## config.mk

```make
export PLATFORM = sky130hd
export DESIGN_NAME = div16_unit
export DESIGN_NICKNAME = d
export VERILOG_FILES = /design/src/rtl/div16_unit.sv
export SDC_FILE = /design/constraint.sdc
export NUM_CORES = 1
export LEC_CHECK = 0
export ABC_AREA = 0
export BUFFER_PORTS_ARGS = -buffer_cell sky130_fd_sc_hd__buf_2
export CAP_MARGIN = 10
export CELL_PAD_IN_SITES_DETAIL_PLACEMENT = 0
export CELL_PAD_IN_SITES_GLOBAL_PLACEMENT = 1
export CORE_MARGIN = 5
export CORE_UTILIZATION = 42
export CTS_CLUSTER_SIZE = 10
export DETAILED_ROUTE_END_ITERATION = 12
export GPL_ROUTABILITY_DRIVEN = 0
export PLACE_DENSITY = 0.77
export SYNTH_ARGS = -nofsm -noshare
export SYNTH_HDL_FRONTEND = slang
export SYNTH_SLANG_ARGS = --single-unit
```

## constraint.sdc

```tcl
create_clock -name clk -period 3.4 [get_ports clk]
set_input_delay 0.34 -clock clk [delete_from_list [all_inputs] [get_ports clk]]
set_output_delay 0.34 -clock clk [all_outputs]
set_load 0.05 [all_outputs]
```

## src/rtl/div16_unit.sv

```systemverilog
`default_nettype none
// ============================================================================
// Module   : div16_unit
// Purpose  : Sequential unsigned divider (restoring, shift-subtract, one
//            quotient bit per clock). It responds to the controller's divide
//            handshake. A one-cycle `load` latches the operands. `done` rises
//            WIDTH cycles later and stays high, with quotient/remainder held,
//            until the next `load` or `rst`.
// Ports    : clk       - clock, rising edge
//            rst       - synchronous active-high reset
//            dividend  - [WIDTH-1:0] dividend, sampled when load=1
//            divisor   - [WIDTH-1:0] divisor, sampled when load=1
//            load      - start pulse; restarts from any state
//            quotient  - [WIDTH-1:0] registered quotient, updated at completion
//            remainder - [WIDTH-1:0] registered remainder, updated at completion
//            done      - registered; high while a completed result is held
// Revision : 1.0 - initial release
// ============================================================================
module div16_unit #(
  parameter int WIDTH = 16
) (
  input  logic             clk,
  input  logic             rst,
  input  logic [WIDTH-1:0] dividend,
  input  logic [WIDTH-1:0] divisor,
  input  logic             load,
  output logic [WIDTH-1:0] quotient,
  output logic [WIDTH-1:0] remainder,
  output logic             done
);

  localparam logic [1:0] S_IDLE = 2'd0;
  localparam logic [1:0] S_RUN  = 2'd1;
  localparam logic [1:0] S_DONE = 2'd2;

  localparam int            CW     = $clog2(WIDTH + 1);
  localparam logic [CW-1:0] C_ITER = CW'(WIDTH);
  localparam logic [CW-1:0] C_LAST = CW'(1);

  logic [1:0]       state_q, state_d;
  logic [CW-1:0]    cnt_q,   cnt_d;
  // After every iteration the partial remainder is below the divisor.
  // Its top bit of the 17-bit form is therefore always zero, so only the
  // low WIDTH bits are stored.
  logic [WIDTH-1:0] part_q,  part_d;
  logic [WIDTH-1:0] wq_q,    wq_d;
  logic [WIDTH-1:0] dvs_q,   dvs_d;
  logic [WIDTH-1:0] quot_q,  quot_d;
  logic [WIDTH-1:0] rem_q,   rem_d;
  logic             done_q,  done_d;

  logic [WIDTH:0]   shift_w;
  logic [WIDTH:0]   trial_w;
  logic [WIDTH-1:0] part_nxt_w;
  logic [WIDTH-1:0] wq_nxt_w;

  // --------------------------------------------------------------------------
  // State register
  // --------------------------------------------------------------------------
  always_ff @(posedge clk) begin
    if (rst) begin
      state_q <= S_IDLE;
      cnt_q   <= '0;
      part_q  <= '0;
      wq_q    <= '0;
      dvs_q   <= '0;
      quot_q  <= '0;
      rem_q   <= '0;
      done_q  <= 1'b0;
    end else begin
      state_q <= state_d;
      cnt_q   <= cnt_d;
      part_q  <= part_d;
      wq_q    <= wq_d;
      dvs_q   <= dvs_d;
      quot_q  <= quot_d;
      rem_q   <= rem_d;
      done_q  <= done_d;
    end
  end

  // --------------------------------------------------------------------------
  // Next-state logic
  // --------------------------------------------------------------------------
  always_comb begin
    state_d = state_q;
    if (load) begin
      state_d = S_RUN;
    end else begin
      case (state_q)
        S_IDLE:  state_d = S_IDLE;
        S_RUN:   if (cnt_q == C_LAST) state_d = S_DONE;
        S_DONE:  state_d = S_DONE;
        default: state_d = S_IDLE;
      endcase
    end
  end

  // --------------------------------------------------------------------------
  // Datapath and outputs
  // --------------------------------------------------------------------------
  always_comb begin
    // The shift moves the working quotient's MSB into the partial remainder.
    shift_w    = {part_q, wq_q[WIDTH-1]};
    trial_w    = shift_w - {1'b0, dvs_q};
    // A borrow (MSB set) means the trial went negative. In that case keep
    // the shifted value instead of the difference. The restored value always
    // fits in WIDTH bits.
    part_nxt_w = trial_w[WIDTH] ? shift_w[WIDTH-1:0] : trial_w[WIDTH-1:0];
    wq_nxt_w   = {wq_q[WIDTH-2:0], ~trial_w[WIDTH]};

    cnt_d  = cnt_q;
    part_d = part_q;
    wq_d   = wq_q;
    dvs_d  = dvs_q;
    quot_d = quot_q;
    rem_d  = rem_q;
    done_d = done_q;

    if (load) begin
      wq_d   = dividend;
      dvs_d  = divisor;
      part_d = '0;
      cnt_d  = C_ITER;
      done_d = 1'b0;
    end else if (state_q == S_RUN) begin
      part_d = part_nxt_w;
      wq_d   = wq_nxt_w;
      cnt_d  = cnt_q - C_LAST;
      if (cnt_q == C_LAST) begin
        quot_d = wq_nxt_w;
        rem_d  = part_nxt_w;
        done_d = 1'b1;
      end
    end
  end

  assign quotient  = quot_q;
  assign remainder = rem_q;
  assign done      = done_q;

endmodule
`default_nettype wire

```

# Yosys cells after proc, flatten, opt, wreduce, memory -nomap -nowiden
# Cells that the tools add are included.
# totals
register_bits	88
latch_bits	0
mem_bits_rw	0
mem_bits_ro	0
output_inout_bits	33
wordCells	31
mem_count	0
# op_classes
addsub	2
mul	0
n_div	0
magnitude_cmp	0
n_eq_ne	5
n_shift	0
muxes	8
bitwise	2
n_reduce_logical	4
# ops
op	n
$mux 16	3
$sub 17x16->17	1
$mux 5	2
$eq 5x1->1 const B	1
$sub 5x1->5 const B	1
$pmux 2 s2	1
$ne 3x3->1 const B	1
$reduce_and 3->1	1
$eq 2x1->1 const B	1
$eq 2x2->1 const B	1
$mux 2	1
$ne 2x2->1 const B	1
$not 1->1	2
$reduce_and 2->1	1
$reduce_bool 2->1	1
$reduce_or 2->1	1
$mux 1	1

# Logic depth before layout (Yosys ltp)
# depth
word_depth	4
ltp_mapped	12
mapped_depth_nobuf	11

# Worst setup path after synthesis
# Ideal clock, no wire load.
# synth_path
kind	reg-to-reg
startpoint	register wq_q[15]
endpoint	register part_q[0]
setup_ns	0.120
arrival_time_ns	2.693
path_slack_ns	0.587
path_stages_with_launch	13
path_buffers	1
path_cell_list	dfxtp_1 inv_1 ha_1 fa_1 nand2b_1 a21oi_2 o31ai_4 o31ai_4 a41oi_4 xnor2_4 buf_4 nor4_1 a211o_1
# synth_via
elab_chain_len	2
# synth_lines
element	line_no	text
start: declaration	46	logic [WIDTH-1:0] wq_q, wq_d;
start signal: assignment	74	wq_q <= wq_d;
$sub 17x16->17	105	trial_w = shift_w - {1'b0, dvs_q};
$mux 16 (*)	109	part_nxt_w = trial_w[WIDTH] ? shift_w[WIDTH-1:0] : trial_w[WIDTH-1:0];
end signal: assignment	73	part_q <= part_d;
end: declaration	45	logic [WIDTH-1:0] part_q, part_d;
# Every way passes the cells marked *; elsewhere a longest branch is shown, timed or not.
# A chain may end at the register's enable or synchronous reset.

# Worst setup path in the final report
# layout_path
startpoint	register wq_q[15]
endpoint	register rem_q[3], in the netlist remainder[3]
# layout_via
elab_chain_len	2
# layout_lines
element	line_no	text
$sub 17x16->17	105	
$mux 16	109	
end signal: assignment	77	rem_q <= rem_d;
end: declaration	49	logic [WIDTH-1:0] rem_q, rem_d;
# No other way between the ends.

==> impl_results.md <==
* Clock share of power at 32.3%
* # DRC at 0
* Syn_nets at 552
* Post-Route WL at 9.854 mm
* Routed WL per cell at 14.20 um
* Largest family of logic cells by synthesized area: compound AO/OA/AOI/OAI gates
* Switch Pwr at 0.6576 mW
* Pwr Density at 460.8 nW/um^2
* Max clock buf depth at 2
* CTS Buf Count at 9
* Largest cells by area after synthesis: dfxtp_1 41%, mux2i_1 10%, nor2_1 7.2%, a21oi_1 6.4%, ha_1 5.5%
* Cell Area, Synth at 4298 um^2
* Reg2Reg Setup Slack at 410 ps
* Post-synthesis adder-cell area fraction at 5.997%
* Critical path's largest stage delay at 400 ps
* CTS root buf: clkbuf_8
* Int Pwr at 1.623 mW
* Routed vias at 3490
* Gr ovfl total at 0
* CP dominant cell by count: o31ai_4
* Number of antenna violations at the first check in global routing at 0
* Routed Antenna Nets at 0
* YS warnings at 0
* Max Cap Violations at 0
* Clk_skew at 14.24 ps
* Synthesis-to-finish area growth at 15.17%
* Vias in the first global route at 3541
* Slew of the pin with the lowest slew margin at 694.5 ps
* Drt pass-1 iters at 4
* Compound-Gate Fraction of Synth Area at 18.40%
* Net Sw Frac at 28.83%
* Post-synth top area cell: dfxtp_1
* Yosys top cell area share at 40.99%
* Final setup margin at 412.1 ps
* Final period util at 87.88%
* Setup crit end kind: flop
* First-pass GRT wire length at 17.14 mm
* Post-Place Cells at 678
* Final min period at 2988 ps
* Final Hold Violating Endpoints at 0
* Type of the worst min-delay path: in2reg
* Die W at 111.2 um
* Mapped Cells at 497
* Register bit total from synthesis at 88
* Starting Density at 42.39%
* PortBufs at 67
* Required @ worst endpoint at 3620 ps
* Post-cts resize count at 0
* Worst skew pair latency at 360 ps
* Final Net Count at 608
* Seq/Total Area, Yosys at 40.99%
* Async SR Flop Fraction at 0%
* Cts hold-fix bufs at 0
* Final setup TNS at 0 ps
* Multiplexer share of the synthesized area at 10.48%
* Number of synthesized flops with an enable pin at 0
* Clock transition at path regs at 90 ps
* Final Setup Violations at 0
* Initial DRC count at 198
* H-tree levels at 3
* Sequential share of power at 47.9%
* Setup crit start kind: flop
* Clk sinks at 88
* Num rows at 37
* Hpwl dp at 7.006 mm
* Synth cell types at 50
* Cell Count, Final, Fillers Out at 694
* Dpl ws at 416.1 ps
* DIE AREA at 12360 um^2
* Relative slew slack at 53.70%
* Gate power share at 19.8%
* Worst Setup Path Type: reg2reg
* Status: finished, final reports clean
* Number of diodes at 0
* Core ar. at 10140 um^2
* Commonest cells in the netlist: 88 x dfxtp_1, 83 x nor2_1, 55 x a21oi_1
* Most frequent cell after synthesis: dfxtp_1
* Die Span Y at 111.2 um
* Worst vdd ir at 202.7 uV
* Critical Path Slowest Stage Cell: fa_1
* Vias per cell at 5.029
* Leak at 2.146 nW
* Total I/O pin count at 68
* CTS tree: done
* Post-Synth XOR/XNOR Area at 4.105%
* Fmax at 334.7 MHz
* Pin count of the biggest net entering global routing at 45
* Critical Path AT at 3200 ps
* Top_reg_cell synth: dfxtp_1
* Post-CTS Setup Bufs at 0
* Post-Synth Simple-Gate Area at 15.02%
* Max-slew violations at 0
* CP cell instances: inv_1, ha_1, fa_1, nand2b_1, a21oi_2, o31ai_4, o31ai_4, a41oi_4, xnor2_4, buf_4, mux2i_1, a211oi_1
* Total track usage at 16.58%
* RSZ-0062 raised after global routing: false
* Share of cells above drive strength 1 at 18.46%
* Synth Area per Inst at 8.648 um^2
* Max FO, Critical Path at 17
## critical path, delay by kind of cell (launching register included)
| kind | cells | cell delay [ps] |
|---|---|---|
| mux | 1 | 270 |
| buf+inv | 2 | 330 |
| simple gates | 1 | 190 |
| xor+xnor | 1 | 170 |
| flops | 1 | 370 |
| fa+ha+maj | 2 | 620 |
| compound gates | 5 | 900 |
## path summary, 6_finish.rpt
check                                               start  depth (start not counted)                   endpoint
worst max register to register      wq_q[15]$_SDFFE_PP0P_                         12  remainder[3]$_SDFFE_PP0P_
worst min-delay path                          dividend[6]                          3       wq_q[6]$_SDFFE_PP0P_
worst min register to register  quotient[13]$_SDFFE_PP0P_                          2  quotient[13]$_SDFFE_PP0P_
worst max-delay path                wq_q[15]$_SDFFE_PP0P_                         12  remainder[3]$_SDFFE_PP0P_
## area by class of cell
class / count / area, um^2
multi-input combinational: 357 / 2331
clock inverter: 4 / 51.30
fill: 981 / 5189
clock buffer: 12 / 145.1
timing repair buffer: 75 / 407.9
tap: 136 / 170.2
sequential: 88 / 1762
inverter: 22 / 82.58
## routing by layer
layer	track usage (%)	vias to the layer above	wire length (um)
met2	25.89	51	4277
met3	3.384	16	374
met1	22.31	1597	5024
li1	-	1826	-
met5	0	-	0
met4	6.813	0	177
## flip-flops by register name (all words and copies together) (netlist names)
| name | flops |
|---|---|
| cnt_q | 5 |
| done | 1 |
| dvs_q | 16 |
| part_q | 16 |
| quotient | 16 |
| remainder | 16 |
| state_q | 2 |
| wq_q | 16 |
## metrics by stage
stage	hold WS, ps	power (mW)	instance area, um^2	util (%)
after floorplan	443.9	1.479	4298	-
after global placement	439.7	1.565	4753	46.88
after detailed placement	444.6	1.569	4753	46.88
after CTS	197.5	2.306	4950	48.82
after global routing	203.2	2.400	4950	48.82
final	208.6	2.281	4950	48.82
## cell usage in the layout, fill, tap and decap left out, types with 3 or more instances in the layout
master     n
a21oi_1   55
ha_1      18
o211ai_1   3
o21ai_0   19
xnor2_1    9
inv_1     22
nand2b_1   3
nor4_1     3
mux2i_1   45
buf_4      7
xor2_1     8
a211o_1    4
buf_2     67
dfxtp_1   88
nand2_1   45
a21o_1     3
clkbuf_8  10
a211oi_1  16
nor3_1     5
nand3b_1   3
nor2_1    82
## cells by family (layout without fill, tap and decap cells)
group	after synthesis	in the layout
XOR/XNOR	18	18
AO/OA/AOI/OAI	120	120
AND/OR/NAND/NOR	154	154
adder cells (fa/ha/maj)	20	20
multiplexers	45	45
flip-flops	88	88
buffers and inverters	52	113
## power by group through the flow
stage          logic, mW  clock network (mW)  registers, mW
2_1_floorplan      0.366                   0           1.11
3_3_place_gp       0.451                   0           1.11
3_5_place_dp       0.453                   0           1.12
4_1_cts            0.456               0.758           1.09
5_1_grt            0.506               0.797           1.10
6_report           0.451               0.738           1.09
Power figures use the tool's default switching activity.
